--- config.mk ---
export PLATFORM = sky130hd
export DESIGN_NAME = fifo_wr_arbiter
export DESIGN_NICKNAME = d
export VERILOG_FILES = /design/src/rtl/fifo_pkg.sv /design/src/rtl/fifo_wr_arbiter_rr.sv /design/src/rtl/fifo_wr_arbiter.sv
export SDC_FILE = /design/constraint.sdc
export NUM_CORES = 1
export LEC_CHECK = 0
export BUFFER_PORTS_ARGS = -buffer_cell sky130_fd_sc_hd__buf_4
export CORE_ASPECT_RATIO = 0.75
export CORE_UTILIZATION = 44
export CTS_CLUSTER_SIZE = 20
export DETAILED_ROUTE_END_ITERATION = 10
export PLACE_DENSITY = 0.71
export RECOVER_POWER = 100
export SYNTH_ARGS = -nofsm -noshare
export SYNTH_HDL_FRONTEND = slang
export SYNTH_SLANG_ARGS = --single-unit
export TNS_END_PERCENT = 10
--- constraint.sdc ---
create_clock -name wclk -period 8.12 [get_ports wclk]
set_input_delay 0.812 -clock wclk [delete_from_list [all_inputs] [get_ports wclk]]
set_output_delay 0.812 -clock wclk [all_outputs]
set_load 0.03 [all_outputs]
--- src/rtl/fifo_pkg.sv ---
// Shared definitions for the async FIFO write side.
//   PTR_WIDTH_DEF  : default address width (depth = 2**PTR_WIDTH_DEF)
//   DATA_WIDTH_DEF : default word width
//   NUM_REQ_DEF    : default number of write requesters
//   rr_idx_t       : round-robin index type for the default requester count
//   bin2gray       : binary to reflected Gray code conversion
package fifo_pkg;

  localparam int PTR_WIDTH_DEF  = 9;
  localparam int DATA_WIDTH_DEF = 8;
  localparam int NUM_REQ_DEF    = 4;

  typedef logic [$clog2(NUM_REQ_DEF)-1:0] rr_idx_t;

  // Callers size-cast the result down to their own pointer width.
  function automatic logic [31:0] bin2gray(input logic [31:0] b);
    return b ^ (b >> 1);
  endfunction

endpackage

--- src/rtl/fifo_wr_arbiter_rr.sv ---
// Round-robin arbiter for the FIFO write port.
//   clk_i       : clock
//   rst_i       : synchronous active-high reset (rr pointer -> 0)
//   req_i       : per-requester request levels
//   en_i        : grant enable (low when the FIFO is full or in reset)
//   gnt_o       : one-hot grant, combinational
//   grant_any_o : any grant this cycle
//   grant_idx_o : index of the granted requester
module rr_arbiter #(
  parameter int num_req = 4,
  localparam int IDX_W = $clog2(num_req)
) (
  input  logic               clk_i,
  input  logic               rst_i,
  input  logic [num_req-1:0] req_i,
  input  logic               en_i,
  output logic [num_req-1:0] gnt_o,
  output logic               grant_any_o,
  output logic [IDX_W-1:0]   grant_idx_o
);

  logic [IDX_W-1:0] rr_q, rr_d;
  logic [IDX_W-1:0] kidx;
  int               k;

  // Scan starting at rr_q, wrapping; the first active request wins.
  always_comb begin
    gnt_o       = '0;
    grant_any_o = 1'b0;
    grant_idx_o = '0;
    k           = 0;
    kidx        = '0;
    for (int i = 0; i < num_req; i++) begin
      k    = (int'(rr_q) + i) % num_req;
      kidx = IDX_W'(k);
      if (en_i && !grant_any_o && req_i[kidx]) begin
        gnt_o[kidx] = 1'b1;
        grant_any_o = 1'b1;
        grant_idx_o = kidx;
      end
    end
  end

  // The winner drops to lowest priority; without a grant the pointer holds.
  always_comb begin
    rr_d = rr_q;
    if (grant_any_o) begin
      if (grant_idx_o == IDX_W'(num_req - 1)) rr_d = '0;
      else                                    rr_d = grant_idx_o + IDX_W'(1);
    end
  end

  always_ff @(posedge clk_i) begin
    if (rst_i) rr_q <= '0;
    else       rr_q <= rr_d;
  end

endmodule

--- src/rtl/fifo_wr_arbiter.sv ---
// Write-side controller of the async FIFO (write clock domain).
// Arbitrates the single RAM write port among num_req requesters, owns the
// binary/Gray write pointers and computes the registered full flag.
//   wclk      : write clock
//   w_rst     : synchronous active-high reset
//   req       : per-requester write request (held until granted)
//   req_data  : requester i's word at [i*data_width +: data_width]
//   gnt       : one-hot accept, combinational
//   rptr_sync : Gray read pointer already synchronised into wclk
//   winc      : RAM write strobe
//   waddr     : RAM write address
//   wdata     : RAM write data
//   wptr      : Gray write pointer for the write-to-read synchroniser
//   wfull     : FIFO full
module fifo_wr_arbiter
  import fifo_pkg::*;
#(
  parameter int ptr_width  = PTR_WIDTH_DEF,
  parameter int data_width = DATA_WIDTH_DEF,
  parameter int num_req    = NUM_REQ_DEF,
  localparam int PW1   = ptr_width + 1,
  localparam int IDX_W = $clog2(num_req)
) (
  input  logic                          wclk,
  input  logic                          w_rst,
  input  logic [num_req-1:0]            req,
  input  logic [num_req*data_width-1:0] req_data,
  output logic [num_req-1:0]            gnt,
  input  logic [PW1-1:0]                rptr_sync,
  output logic                          winc,
  output logic [ptr_width-1:0]          waddr,
  output logic [data_width-1:0]         wdata,
  output logic [PW1-1:0]                wptr,
  output logic                          wfull
);

  logic                  grant_any;
  logic [IDX_W-1:0]      grant_idx;
  logic [data_width-1:0] word_sel;

  logic [PW1-1:0]        wbin_q, wbin_d;
  logic [PW1-1:0]        wgray_next;
  logic                  wfull_q, wfull_d;
  logic [PW1-1:0]        wptr_q;
  logic                  winc_q;
  logic [ptr_width-1:0]  waddr_q;
  logic [data_width-1:0] wdata_q;

  // Grants are suppressed while full and while reset is asserted.
  rr_arbiter #(.num_req(num_req)) u_rr (
    .clk_i       (wclk),
    .rst_i       (w_rst),
    .req_i       (req),
    .en_i        (!wfull_q && !w_rst),
    .gnt_o       (gnt),
    .grant_any_o (grant_any),
    .grant_idx_o (grant_idx)
  );

  assign word_sel = req_data[int'(grant_idx)*data_width +: data_width];

  // Full when the next write pointer equals the read pointer with its two
  // MSBs inverted (one full lap ahead). Using the post-grant pointer makes
  // wfull rise on the same edge as the write that fills the last slot.
  assign wbin_d     = wbin_q + PW1'(grant_any);
  assign wgray_next = PW1'(bin2gray(32'(wbin_d)));
  assign wfull_d    = (wgray_next ==
                       {~rptr_sync[ptr_width:ptr_width-1], rptr_sync[ptr_width-2:0]});

  // Grant cycle -> RAM write strobe, address and data one edge later.
  always_ff @(posedge wclk) begin
    if (w_rst) begin
      wbin_q  <= '0;
      wptr_q  <= '0;
      wfull_q <= 1'b0;
      winc_q  <= 1'b0;
      waddr_q <= '0;
      wdata_q <= '0;
    end else begin
      wbin_q  <= wbin_d;
      wptr_q  <= wgray_next;
      wfull_q <= wfull_d;
      winc_q  <= grant_any;
      if (grant_any) begin
        waddr_q <= wbin_q[ptr_width-1:0];
        wdata_q <= word_sel;
      end
    end
  end

  assign winc  = winc_q;
  assign waddr = waddr_q;
  assign wdata = wdata_q;
  assign wptr  = wptr_q;
  assign wfull = wfull_q;

endmodule

# Yosys cells after proc, flatten, opt, wreduce, memory -nomap -nowiden
# Cells that the tools add are included.
# op_classes
n_addsub	5
multipliers	0
div	0
n_lt_le_gt_ge	8
n_eq_ne	2
n_shift	1
n_mux	29
bitwise	5
reduce_logical	17
# ops
operator	count
$shiftx 32x6->8	1
$mux 4	4
$logic_and 1x1->1	12
$lt 2x3->1 const B	4
$mux 1	12
$or 4x4->4	3
$add 10x1->10	1
$eq 10x10->1	1
$mux 2	5
$xor 10x9->10	1
$bmux 1 s2	4
$demux 1 s2	4
$ge 2x1->1 const B	4
$logic_not 1->1	5
$add 2x1->2 const B	2
$add 2x2->2 const B	2
$eq 2x2->1 const B	1
$not 2->2	1
# totals
ff_bits	41
latchBits	0
ram_bits	0
romBits	0
input_bits	48
output_inout_bits	33
elab_cells	74
memories	0

# Logic depth before layout (Yosys ltp)
# Gate-level depths: netlist (run 1).
# logic_depth
depth_word	19
mapped_depth	13
ltp_nobuf	11

# By module
# From an unflattened synthesis (run 1), not the netlist that was laid out.
# hier_totals
hier_cells	281
hier_area_um2	2693.8
# modules_own_cells
module	instances	cells_each	area_per_inst_um2	seq_area_each_um2
fifo_wr_arbiter	1	209	2052.0	760.7
rr_arbiter	1	72	641.9	40.0

# Worst setup path before layout (run 1)
# No wires, ideal clock.
# synth_path
kind	input -> register
start	input port w_rst
end	register wfull_q, in the netlist wfull
setup_ns	0.096
arrival_time_ns	3.571
required_ns	8.024
path_slack_ns	4.453
path_stages	12
path_buffers	2
path_cell_list	clkbuf_8 -> nor2_2 -> nand2b_1 -> inv_1 -> clkbuf_1 -> ha_1 -> ha_1 -> xor2_1 -> xor2_1 -> or3_1 -> a2111o_1 -> nor4b_1
# synth_via
elab_chain_cells	19
# synth_lines
element	line_no	source
start: declaration	fifo_wr_arbiter.sv:25	input logic w_rst,
$logic_not 1->1 (*)	fifo_wr_arbiter.sv:54	.en_i (!wfull_q && !w_rst),
$logic_and 1x1->1 (*)	fifo_wr_arbiter.sv:54	
$logic_and 1x1->1	fifo_wr_arbiter_rr.sv:36	if (en_i && !grant_any_o && req_i[kidx]) begin
$mux 1	fifo_wr_arbiter_rr.sv:36	
$logic_not 1->1	fifo_wr_arbiter_rr.sv:36	
$logic_and 1x1->1 (2 in a row)	fifo_wr_arbiter_rr.sv:36	
$mux 1	fifo_wr_arbiter_rr.sv:36	
$logic_not 1->1	fifo_wr_arbiter_rr.sv:36	
$logic_and 1x1->1 (2 in a row)	fifo_wr_arbiter_rr.sv:36	
$mux 1	fifo_wr_arbiter_rr.sv:36	
$logic_not 1->1	fifo_wr_arbiter_rr.sv:36	
$logic_and 1x1->1 (2 in a row)	fifo_wr_arbiter_rr.sv:36	
$mux 1 (*)	fifo_wr_arbiter_rr.sv:36	
net grant_any	fifo_wr_arbiter.sv:37	logic grant_any;
$add 10x1->10 (*)	fifo_wr_arbiter.sv:65	assign wbin_d = wbin_q + PW1'(grant_any);
$xor 10x9->10 (*)	fifo_pkg.sv:17	return b ^ (b >> 1);
$eq 10x10->1 (*)	fifo_wr_arbiter.sv:67	assign wfull_d = (wgray_next ==
end signal: assignment	fifo_wr_arbiter.sv:82	wfull_q <= wfull_d;
end: declaration	fifo_wr_arbiter.sv:43	logic wfull_q, wfull_d;
# The timed path passes the listed nets; every way through them passes the cells marked *.
# A chain may end at the register's enable or synchronous reset.

# Worst setup path after layout (run 1)
# layout_path
start	input port w_rst
end	register wfull_q, in the netlist wfull
# layout_via
elab_chain_cells	19
# layout_lines
element	line_no
$logic_not 1->1	fifo_wr_arbiter.sv:54
$logic_and 1x1->1	fifo_wr_arbiter.sv:54
$logic_and 1x1->1	fifo_wr_arbiter_rr.sv:36
$mux 1	fifo_wr_arbiter_rr.sv:36
$logic_not 1->1	fifo_wr_arbiter_rr.sv:36
$logic_and 1x1->1 (2 in a row)	fifo_wr_arbiter_rr.sv:36
$mux 1	fifo_wr_arbiter_rr.sv:36
$logic_not 1->1	fifo_wr_arbiter_rr.sv:36
$logic_and 1x1->1 (2 in a row)	fifo_wr_arbiter_rr.sv:36
$mux 1	fifo_wr_arbiter_rr.sv:36
$logic_not 1->1	fifo_wr_arbiter_rr.sv:36
$logic_and 1x1->1 (2 in a row)	fifo_wr_arbiter_rr.sv:36
$mux 1	fifo_wr_arbiter_rr.sv:36
$add 10x1->10	fifo_wr_arbiter.sv:65
$xor 10x9->10	fifo_pkg.sv:17
$eq 10x10->1	fifo_wr_arbiter.sv:67
# Several ways; a longest one is shown, not always the timed one.

==> results of run 1 <==
per-layer routing:
metal | part of all wire | up-vias
met3 | 0.069 | 0
met4 | 0 | 0
li1 | - | 1086
met2 | 0.45 | 63
met1 | 0.48 | 989
met5 | 0 | -
flip-flops by register name (all words and copies together), names as in the netlist, named ones only:
signal	flops
u_rr.rr_q	1
wfull	1
wptr	9
wdata	8
wbin_q	10
winc	1
waddr	9
placed cells by master, fill, tap and decap left out, types with 2 or more instances in the layout:
cell and n:
buf_4 46, dfxtp_1 40, nand2_1 39, clkbuf_1 35
nor2_1 26, mux2i_1 19, xnor2_1 18, nand3_1 14
a21oi_1 13, o221ai_1 8, inv_1 6, xor2_1 6
ha_1 6, nor3_1 5, clkbuf_8 5, nand2b_1 4
a22oi_1 4, or3_1 3, nor2b_1 3, xnor3_1 3
or2_2 2, mux4_2 2, or2b_2 2, nand3b_1 2
o21ai_0 2, o22ai_1 2, a21o_1 2, a31oi_1 2
cell type report:
class,count,area share
clock inverter,1,0.001709
inverter,6,0.007692
multi-input combinational,208,0.4987
sequential,40,0.2735
timing repair buffer,80,0.1615
tap,75,0.03205
clock buffer,6,0.02479
logic make-up after synthesis:
| group | Yosys count | synth area share |
|---|---|---|
| and+or+nand+nor | 108 | 0.2075 |
| AOI/OAI and AO/OA | 44 | 0.1289 |
| DFF | 40 | 0.3247 |
| xor gates and xnor gates | 28 | 0.1223 |
| buffers and inverters | 27 | 0.08016 |
| muxes | 22 | 0.1060 |
| adders and majority gates | 6 | 0.03044 |
worst min path at each step:
stage | end | slack, ns | cells past startpoint
detailed placement | wdata[3] | 0.45 | 2
global route | waddr[7] | 0.48 | 2
finish | waddr[1] | 0.46 | 2
global placement | wdata[0] | 0.44 | 2
CTS | waddr[1] | 0.46 | 2
floorplan | waddr[0] | 0.43 | 2
worst max-delay path, cell delays in order:
cell,delay (ns)
clkbuf_1,1.02
nor2_1,0.43
nand2b_1,0.48
inv_1,0.26
ha_1,0.33
ha_1,0.30
xor2_1,0.31
xor2_1,0.14
or3_1,0.36
a2111o_1,0.42
nor4b_1,0.26
stage by stage:
stage / instance area (µm²) / setup WS (ns) / power (mW) / hold WS [ns]
floorplan: 2466 / 4.453 / 0.4179 / 0.4336
global placement: 2999 / 3.980 / 0.4793 / 0.4441
detailed placement: 2999 / 3.737 / 0.4842 / 0.4510
CTS: 3077 / 4.024 / 0.6079 / 0.4630
global route: 2928 / 2.735 / 0.6169 / 0.4832
finish: 2928 / 3.153 / 0.5831 / 0.4574
power by group:
group / total [mW] / switching, mW / internal [mW]
Clock: 0.124 / 0.0652 / 0.0584
Sequential: 0.234 / 0.0156 / 0.218
Combinational: 0.226 / 0.136 / 0.0895
==> results.json, run 1 <==
{
  "status": "finished with violations",
  "violations": "capacitance limit, slew limit",
  "postSynthCellCount": 275,
  "synth_edf_count": 0,
  "fin_setup_tns_ns": 0,
  "drt_iter0_markers": 98,
  "viasPerCell": 5.139,
  "fin_nets": 395,
  "yosysTopAreaCell": "dfxtp_1",
  "worst_setup_path_start_kind": "input port",
  "crit_end": "wfull",
  "yosys_warnings": 0,
  "grtUsageMet3": 0.05700,
  "synth.ff_latch_count": 40,
  "num_rows": 23,
  "coreArea_um2": 5381,
  "cap_violations": 1,
  "vdd_drop_max_v": 0.0001223,
  "cts_setup_buffers": 0,
  "antenna_found_initial": 0,
  "cp.arrival_ns": 5.16,
  "setup_viol": 0,
  "wl_um": 5535,
  "r2r_slack_ns": 3.39,
  "numCtsBuffers": 5,
  "diodes": 0,
  "fmax_ghz": 0.2013,
  "htree_levels": 2,
  "synth_top_area_frac": 0.3247,
  "async_flop_share": 0,
  "dr.pass1.iters": 4,
  "drive_gt1_frac": 0.1818,
  "synth_seq_area_share": 0.3247,
  "postCtsHoldBufs": 0,
  "io_buffers": 80,
  "wl_per_cell_um": 13.31,
  "netlist_top_cells_area": "dfxtp_1 32%, mux2i_1 7.7%, xnor2_1 6.4%, nand2_1 5.9%, nor2_1 3.8%",
  "p_leak_nw": 1.245,
  "cts_buffer_depth": 2,
  "layout.cells.non_filler": 416,
  "synth_most_common_cell": "dfxtp_1",
  "synth_flop_cell": "dfxtp_1",
  "hp-start": "waddr[1]",
  "dieWidth_um": 88.45,
  "met2_usage": 0.2875,
  "cts_resized": 0,
  "top_usage_layer": "met2",
  "dr_total_vias": 2138,
  "syn-num-nets": 329,
  "critical_path_class": "in2reg",
  "seq_area_um2": 800.8,
  "r2r_cells": 8,
  "avgSynthCellArea_um2": 8.968,
  "grt_pass1_vias": 1828,
  "dp_cells": 409,
  "cts_root_buffer": "clkbuf_8",
  "cts_tree": "yes",
  "hold_class": "reg2reg",
  "crit_path_start": "w_rst",
  "grt_usage": 0.1869,
  "power.density_nw_per_um2": 199.2,
  "rsz0062_at_grt": "false",
  "grt_pass1_wl_um": 8535,
  "tightestPinTransition_ns": 3.076,
  "gp_congestion": 0.8069,
  "drc": 0,
  "place_hpwl_um": 4164,
  "cp_data_required_time_ns": 8.32,
  "synth.distinct_cells": 54,
  "insertion_delay_ns": 0.29,
  "start_util": 0.4583,
  "rr_endpoint": "wdata[0]",
  "fin_crit_sh": 0.6117,
  "finClkSkew_ns": 0.007189,
  "fp.dieArea_um2": 5911,
  "final_core_util": 0.5441,
  "period_minus_slack_ns": 4.967,
  "grtUsageMet1": 0.2578,
  "synthesis.area_um2": 2466,
  "cp-end-kind": "register",
  "dieHeight_um": 66.84,
  "relSlewSlack": -1.068,
  "fillers": 563,
  "cts_num_sinks": 40,
  "boundaryPins": 81,
  "critPathMaxFanout": 34,
  "postRouteAntennaNets": 0,
  "synth_commonest_cells": "40 x dfxtp_1, 39 x nand2_1, 25 x nor2_1",
  "multiInputGateArea_um2": 1460,
  "timing_hold_violations_final": 0,
  "timing.final.max_slew_violations": 19,
  "path_clk_slew_ns": 0.08,
  "grt_max_degree": 35,
  "overflow": 0,
  "areaGrowthSynthToFinish_pct": 18.72
}
(Power assumes the default switching activity.)
==> run 2, diff against run 1 <==
clock period = 4.98 ns   (was 8.12 ns; I/O delays follow)
==> run 2 against run 1 <==
Compared with the run above:
- the run still ends with capacitance limit, slew limit left
- flip-flop and latch count unchanged
- cell area is 0.30% higher
- total power rose by 63%
- critical path type unchanged
- largest power group unchanged
==> results.json, run 2 (synthesized netlist as in run 1, its figures left out) <==
{
  "cp-end-kind": "register",
  "grt_pass1_wl_um": 8404,
  "cts_num_sinks": 40,
  "areaGrowthSynthToFinish_pct": 19.08,
  "io_buffers": 80,
  "fp.dieArea_um2": 5911,
  "antenna_found_initial": 0,
  "status": "finished with violations",
  "wl_per_cell_um": 13.02,
  "cp.arrival_ns": 4.22,
  "grt_max_degree": 35,
  "power_mw": 0.9494,
  "vdd_drop_max_v": 0.0001847,
  "cpPeakStageDelay_ns": 0.54,
  "rsz0062_at_grt": "false",
  "largest_register": "wbin_q",
  "critPathMaxFanout": 34,
  "insertion_delay_ns": 0.29,
  "timing_hold_violations_final": 0,
  "slowest_stage": "nor2_1",
  "diodes": 0,
  "setup_viol": 0,
  "dr.pass1.iters": 4,
  "power.density_nw_per_um2": 323.3,
  "p_leak_nw": 1.247,
  "postRouteAntennaNets": 0,
  "boundaryPins": 81,
  "grt_usage": 0.1850,
  "coreArea_um2": 5381,
  "postCtsHoldBufs": 0,
  "dpl_cell_area_um2": 2999,
  "cap_violations": 1,
  "cp_data_required_time_ns": 5.18,
  "path_clk_slew_ns": 0.07,
  "wl_um": 5416,
  "violations": "capacitance limit, slew limit",
  "finClkSkew_ns": 0.005347,
  "largest_reg_flops": 10,
  "final_cell_mix": "47 x buf_4, 40 x dfxtp_1, 39 x nand2_1",
  "start_util": 0.4583,
  "hold_class": "reg2reg",
  "crit_family": "simple AND/OR/NAND/NOR gates",
  "cts_setup_buffers": 0,
  "drive_gt1_frac": 0.1877,
  "final_common_cell": "buf_4",
  "period_minus_slack_ns": 4.024,
  "gp_congestion": 0.8070,
  "grt_pass1_vias": 1771,
  "fmax_ghz": 0.2485,
  "tightestPinTransition_ns": 1.899,
  "layout.cells.non_filler": 416,
  "numCtsBuffers": 5,
  "critical_path_class": "in2reg",
  "drc": 0,
  "worst-path-buf-inv": 2,
  "overflow": 0,
  "dp_cells": 409,
  "fin_setup_tns_ns": 0,
  "cts_resized": 0,
  "fillers": 533,
  "place_hpwl_um": 4085,
  "cts_tree": "yes",
  "htree_levels": 2,
  "dr_total_vias": 2134,
  "relSlewSlack": -0.2739,
  "crit_chain": "buf_4 -> nor2_1 -> nand2b_1 -> inv_1 -> ha_1 -> ha_1 -> xor2_1 -> xor2_1 -> or3_1 -> a2111o_1 -> nor4b_1",
  "cts_buffer_depth": 2,
  "num_rows": 23,
  "fin_crit_sh": 0.8080,
  "viasPerCell": 5.130,
  "timing.final.max_slew_violations": 19,
  "worst_setup_path_start_kind": "input port",
  "fin_nets": 395,
  "dieWidth_um": 88.45,
  "cts_root_buffer": "clkbuf_8",
  "dieHeight_um": 66.84,
  "final_design_area_no_fill_um2": 2937,
  "drt_iter0_markers": 117
}
-- run 2: changes by cell type in the layout (fill, tap and decap cells not counted) --
| cell | previous run | this run |
|---|---|---|
| buf_4 | 46 | 47 |
| clkbuf_1 | 35 | 34 |
| o31ai_1 | 1 | 0 |
| o31ai_2 | 0 | 1 |
-- run 2: path summary, 6_finish.rpt --
path,startpoint,endpoint,slack [ns],depth (start not counted)
setup / recovery,w_rst,wfull,0.96,11
hold reg to reg,waddr[1],waddr[1],0.46,2
hold / removal,waddr[1],waddr[1],0.46,2
setup reg to reg,wfull,wfull,1.08,10
-- run 2: where the power goes --
part	switching, mW	internal [mW]	total [mW]	leakage, nW
combinational	0.223	0.144	0.367	0.880
clock	0.106	0.0952	0.201	0.0410
sequential	0.0254	0.355	0.381	0.326
-- run 2: per-stage QoR --
step	worst slack, ns	hold WS [ns]	utilization
final	0.9561	0.4579	0.5457
after global routing	0.5918	0.4833	0.5457
after CTS	1.182	0.4615	0.5717
after detailed placement	0.9026	0.4509	0.5573
after global placement	1.154	0.4441	0.5573
after floorplan	1.627	0.4336	-
-- run 2: layout make-up --
type	instances	area (µm²)	share of cell area
Multi-Input combinational cell	208	1465	0.4989
Clock buffer	6	72.57	0.02471
Clock inverter	1	5.005	0.001704
Sequential cell	40	800.8	0.2727
Tap cell	75	93.84	0.03196
Timing Repair Buffer	80	476.7	0.1623
Inverter	6	22.52	0.007669
-- run 2: worst register-to-register path, stage by stage, from the launching register on --
cell and delay [ns]:
dfxtp_1 0.34, nor2_1 0.52, nand2b_1 0.40, inv_1 0.36
ha_1 0.34, ha_1 0.34, xor2_1 0.31, xor2_1 0.14
or3_1 0.36, a2111o_1 0.42, nor4b_1 0.27
-- run 2: per-layer routing --
metal,wire [µm],vias up,GRT usage,share of wire
met4,31,0,0.03629,0.0057
met5,0,-,0,0
met1,2638,969,0.2593,0.49
li1,-,1087,-,-
met2,2380,74,0.2779,0.44
met3,365,4,0.05824,0.067
==> run 3, diff against run 2 <==
ABC_AREA = 1   (was not set)
PLACE_DENSITY = 0.73   (was 0.71)
clock period = 3.7 ns   (was 4.98 ns; I/O delays follow)
==> run 3 against run 2 <==
Compared with the run above:
- highest routed layer unchanged
- count of clock-buffer cells in the layout up 1
- core utilization up 2.7 points
- clock power up 48%
- register-to-register slack worse by 0.81 ns
- first-iteration DRC count up 38%
- non-clock buffer count up 5
- critical path type is now reg2reg
- worst setup slack worse by 0.68 ns
- clock skew up 0.0014 ns
- combinational power rose to 4.5 times the previous value
- the run now ends clean
- via count up 25%
- die area up 7.3%
==> results.json, run 3 <==
{
  "grtUsageMet3": 0.04167,
  "timing.final.max_slew_violations": 0,
  "fin_crit_sh": 0.9258,
  "period_minus_slack_ns": 3.425,
  "fmax_ghz": 0.2919,
  "rr_endpoint": "wfull",
  "htree_levels": 2,
  "hold_end": "wfull",
  "synth_commonest_cells": "82 x nand2_1, 64 x inv_1, 50 x nand3_1",
  "crit_family": "simple AND/OR/NAND/NOR gates",
  "postCtsHoldBufs": 0,
  "p_int_mw": 1.229,
  "grtUsageMet1": 0.3034,
  "wl_um": 6512,
  "cp-end-kind": "register",
  "yosysTopAreaCell": "dfxtp_1",
  "synth_edf_count": 0,
  "syn-num-nets": 449,
  "gp_congestion": 0.9044,
  "worst_setup_path_start_kind": "register",
  "netlist_top_cells_area": "dfxtp_1 30%, nand2_1 12%, nand3_1 9.4%, inv_1 9.1%, nor2_1 5.4%",
  "grt_max_degree": 36,
  "synth.distinct_cells": 35,
  "io_buffers": 80,
  "switchingPower_mw": 1.330,
  "synth_most_common_cell": "nand2_1",
  "cts_buffer_depth": 2,
  "wl_per_cell_um": 11.71,
  "setup_viol": 0,
  "diodes": 0,
  "numCtsBuffers": 5,
  "cp.arrival_ns": 3.66,
  "seq_power_share": 0.239,
  "critical_path_class": "reg2reg",
  "grt_pass1_vias": 2397,
  "grt_usage": 0.2082,
  "final_common_cell": "nand2_1",
  "largest_reg_flops": 10,
  "cts_tree": "yes",
  "largest_register": "wbin_q",
  "tightestPinTransition_ns": 0.7557,
  "avgSynthCellArea_um2": 6.709,
  "drc": 0,
  "whs_path_depth": 3,
  "synth_flop_cell": "dfxtp_1",
  "synth_seq_area_share": 0.3022,
  "postRouteAntennaNets": 0,
  "r2r_slack_ns": 0.27,
  "cpPeakStageDelay_ns": 0.37,
  "hold_class": "in2reg",
  "dr_total_vias": 2678,
  "dieWidth_um": 91.61,
  "viasPerCell": 4.817,
  "p_sw_frac": 0.5197,
  "worst-path-buf-inv": 4,
  "synthesis.area_um2": 2650,
  "cp_common_cell": "nand2_1",
  "top_usage_layer": "met2",
  "met2_usage": 0.3166,
  "cap_violations": 0,
  "r2r_cells": 26,
  "place_hpwl_um": 4878,
  "drive_gt1_frac": 0.2280,
  "fp.dieArea_um2": 6340,
  "status": "finished clean",
  "areaGrowthSynthToFinish_pct": 25.35,
  "cts_root_buffer": "clkbuf_8",
  "antenna_found_initial": 0,
  "overflow": 0,
  "timing_hold_violations_final": 0,
  "final_cell_mix": "81 x nand2_1, 64 x inv_1, 55 x buf_4",
  "async_flop_share": 0,
  "hp-start": "rptr_sync[8]",
  "clockPowerShare": 0.116,
  "p_leak_nw": 1.663,
  "critPathMaxFanout": 10,
  "finClkSkew_ns": 0.006734,
  "power.share.combinational": 0.645,
  "yosys_warnings": 0,
  "num_rows": 24,
  "start_util": 0.4573,
  "path_clk_slew_ns": 0.08,
  "fin_setup_tns_ns": 0,
  "synth.ff_latch_count": 40,
  "dr.pass1.iters": 5,
  "fin_nets": 531,
  "drt_iter0_markers": 161,
  "postSynthCellCount": 395,
  "cts_num_sinks": 40,
  "grt_pass1_wl_um": 10820,
  "boundaryPins": 81,
  "final_core_util": 0.5732,
  "vdd_drop_max_v": 0.0003422,
  "slowest_stage": "dfxtp_1",
  "coreArea_um2": 5796,
  "synth_top_area_frac": 0.3022,
  "relSlewSlack": 0.4962,
  "power.density_nw_per_um2": 770.6,
  "dieHeight_um": 69.21,
  "insertion_delay_ns": 0.29,
  "cp_data_required_time_ns": 3.93
}
==> run 3: metal layers <==
layer  up-vias  wire, µm
met3         7       397
met5         -         0
met4         0        64
met1      1182      3309
li1       1404         -
met2        85      2741
==> run 3: kinds of logic after synthesis <==
family          share of synthesized area
compound gates                     0.1086
flops                              0.3022
fa+ha+maj                         0.02833
xor+xnor                          0.04627
buf+inv                            0.1242
simple gates                       0.3905
==> run 3: what timing repair did <==
item                                    in CTS  in global routing
endpoints found under the setup margin       0                  1
endpoints found under the hold margin        0                  0
gates resized for setup                      0                  6
setup buffers                                0                  0
==> run 3: worst min-delay path: cells and delay by family <==
kind	cells	cell delay, ns
xor gates and xnor gates	1	0.06
buffers and inverters	1	0.09
and+or+nand+nor	1	0.10
==> run 3: how the worst max path moves through the flow <==
| stage | cells past startpoint | to | slack [ns] |
|---|---|---|---|
| after floorplan | 23 | wfull | 0.20 |
| after CTS | 22 | wfull | 0.31 |
| final | 26 | wfull | 0.27 |
| after global placement | 23 | wfull | 0.48 |
| after detailed placement | 22 | wfull | 0.32 |
| after global routing | 22 | wfull | -0.03 |
==> run 3: area by class of cell <==
cell class              count  area, µm²
clock buffers               7      86.33
clock inverters             1      7.507
inverters                  67      254.0
repair buffers             85      526.8
well taps                  78      97.59
multi-input cells         278       1549
flip-flops and latches     40      800.8
fillers                   585       2474
==> run 3: power groups by stage <==
| stage | combinational (mW) | clock [mW] | sequential, mW |
|---|---|---|---|
| after global routing | 1.83 | 0.327 | 0.624 |
| after detailed placement | 1.73 | 0 | 0.625 |
| after global placement | 1.71 | 0 | 0.623 |
| final | 1.65 | 0.298 | 0.611 |
| after floorplan | 1.18 | 0 | 0.808 |
| after CTS | 1.74 | 0.306 | 0.615 |
==> run 3: per-stage QoR <==
stage | cell area, µm² | instances | hold slack, ns | power, mW | setup slack [ns]
2_1_floorplan | 2650 | 395 | 0.4530 | 1.987 | 0.1970
3_3_place_gp | 3311 | 548 | 0.4667 | 2.328 | 0.4760
3_5_place_dp | 3311 | 548 | 0.4733 | 2.359 | 0.3218
4_1_cts | 3405 | 556 | 0.3588 | 2.660 | 0.3112
5_1_grt | 3322 | 556 | 0.3730 | 2.785 | -0.02519
6_report | 3322 | 556 | 0.3665 | 2.560 | 0.2746
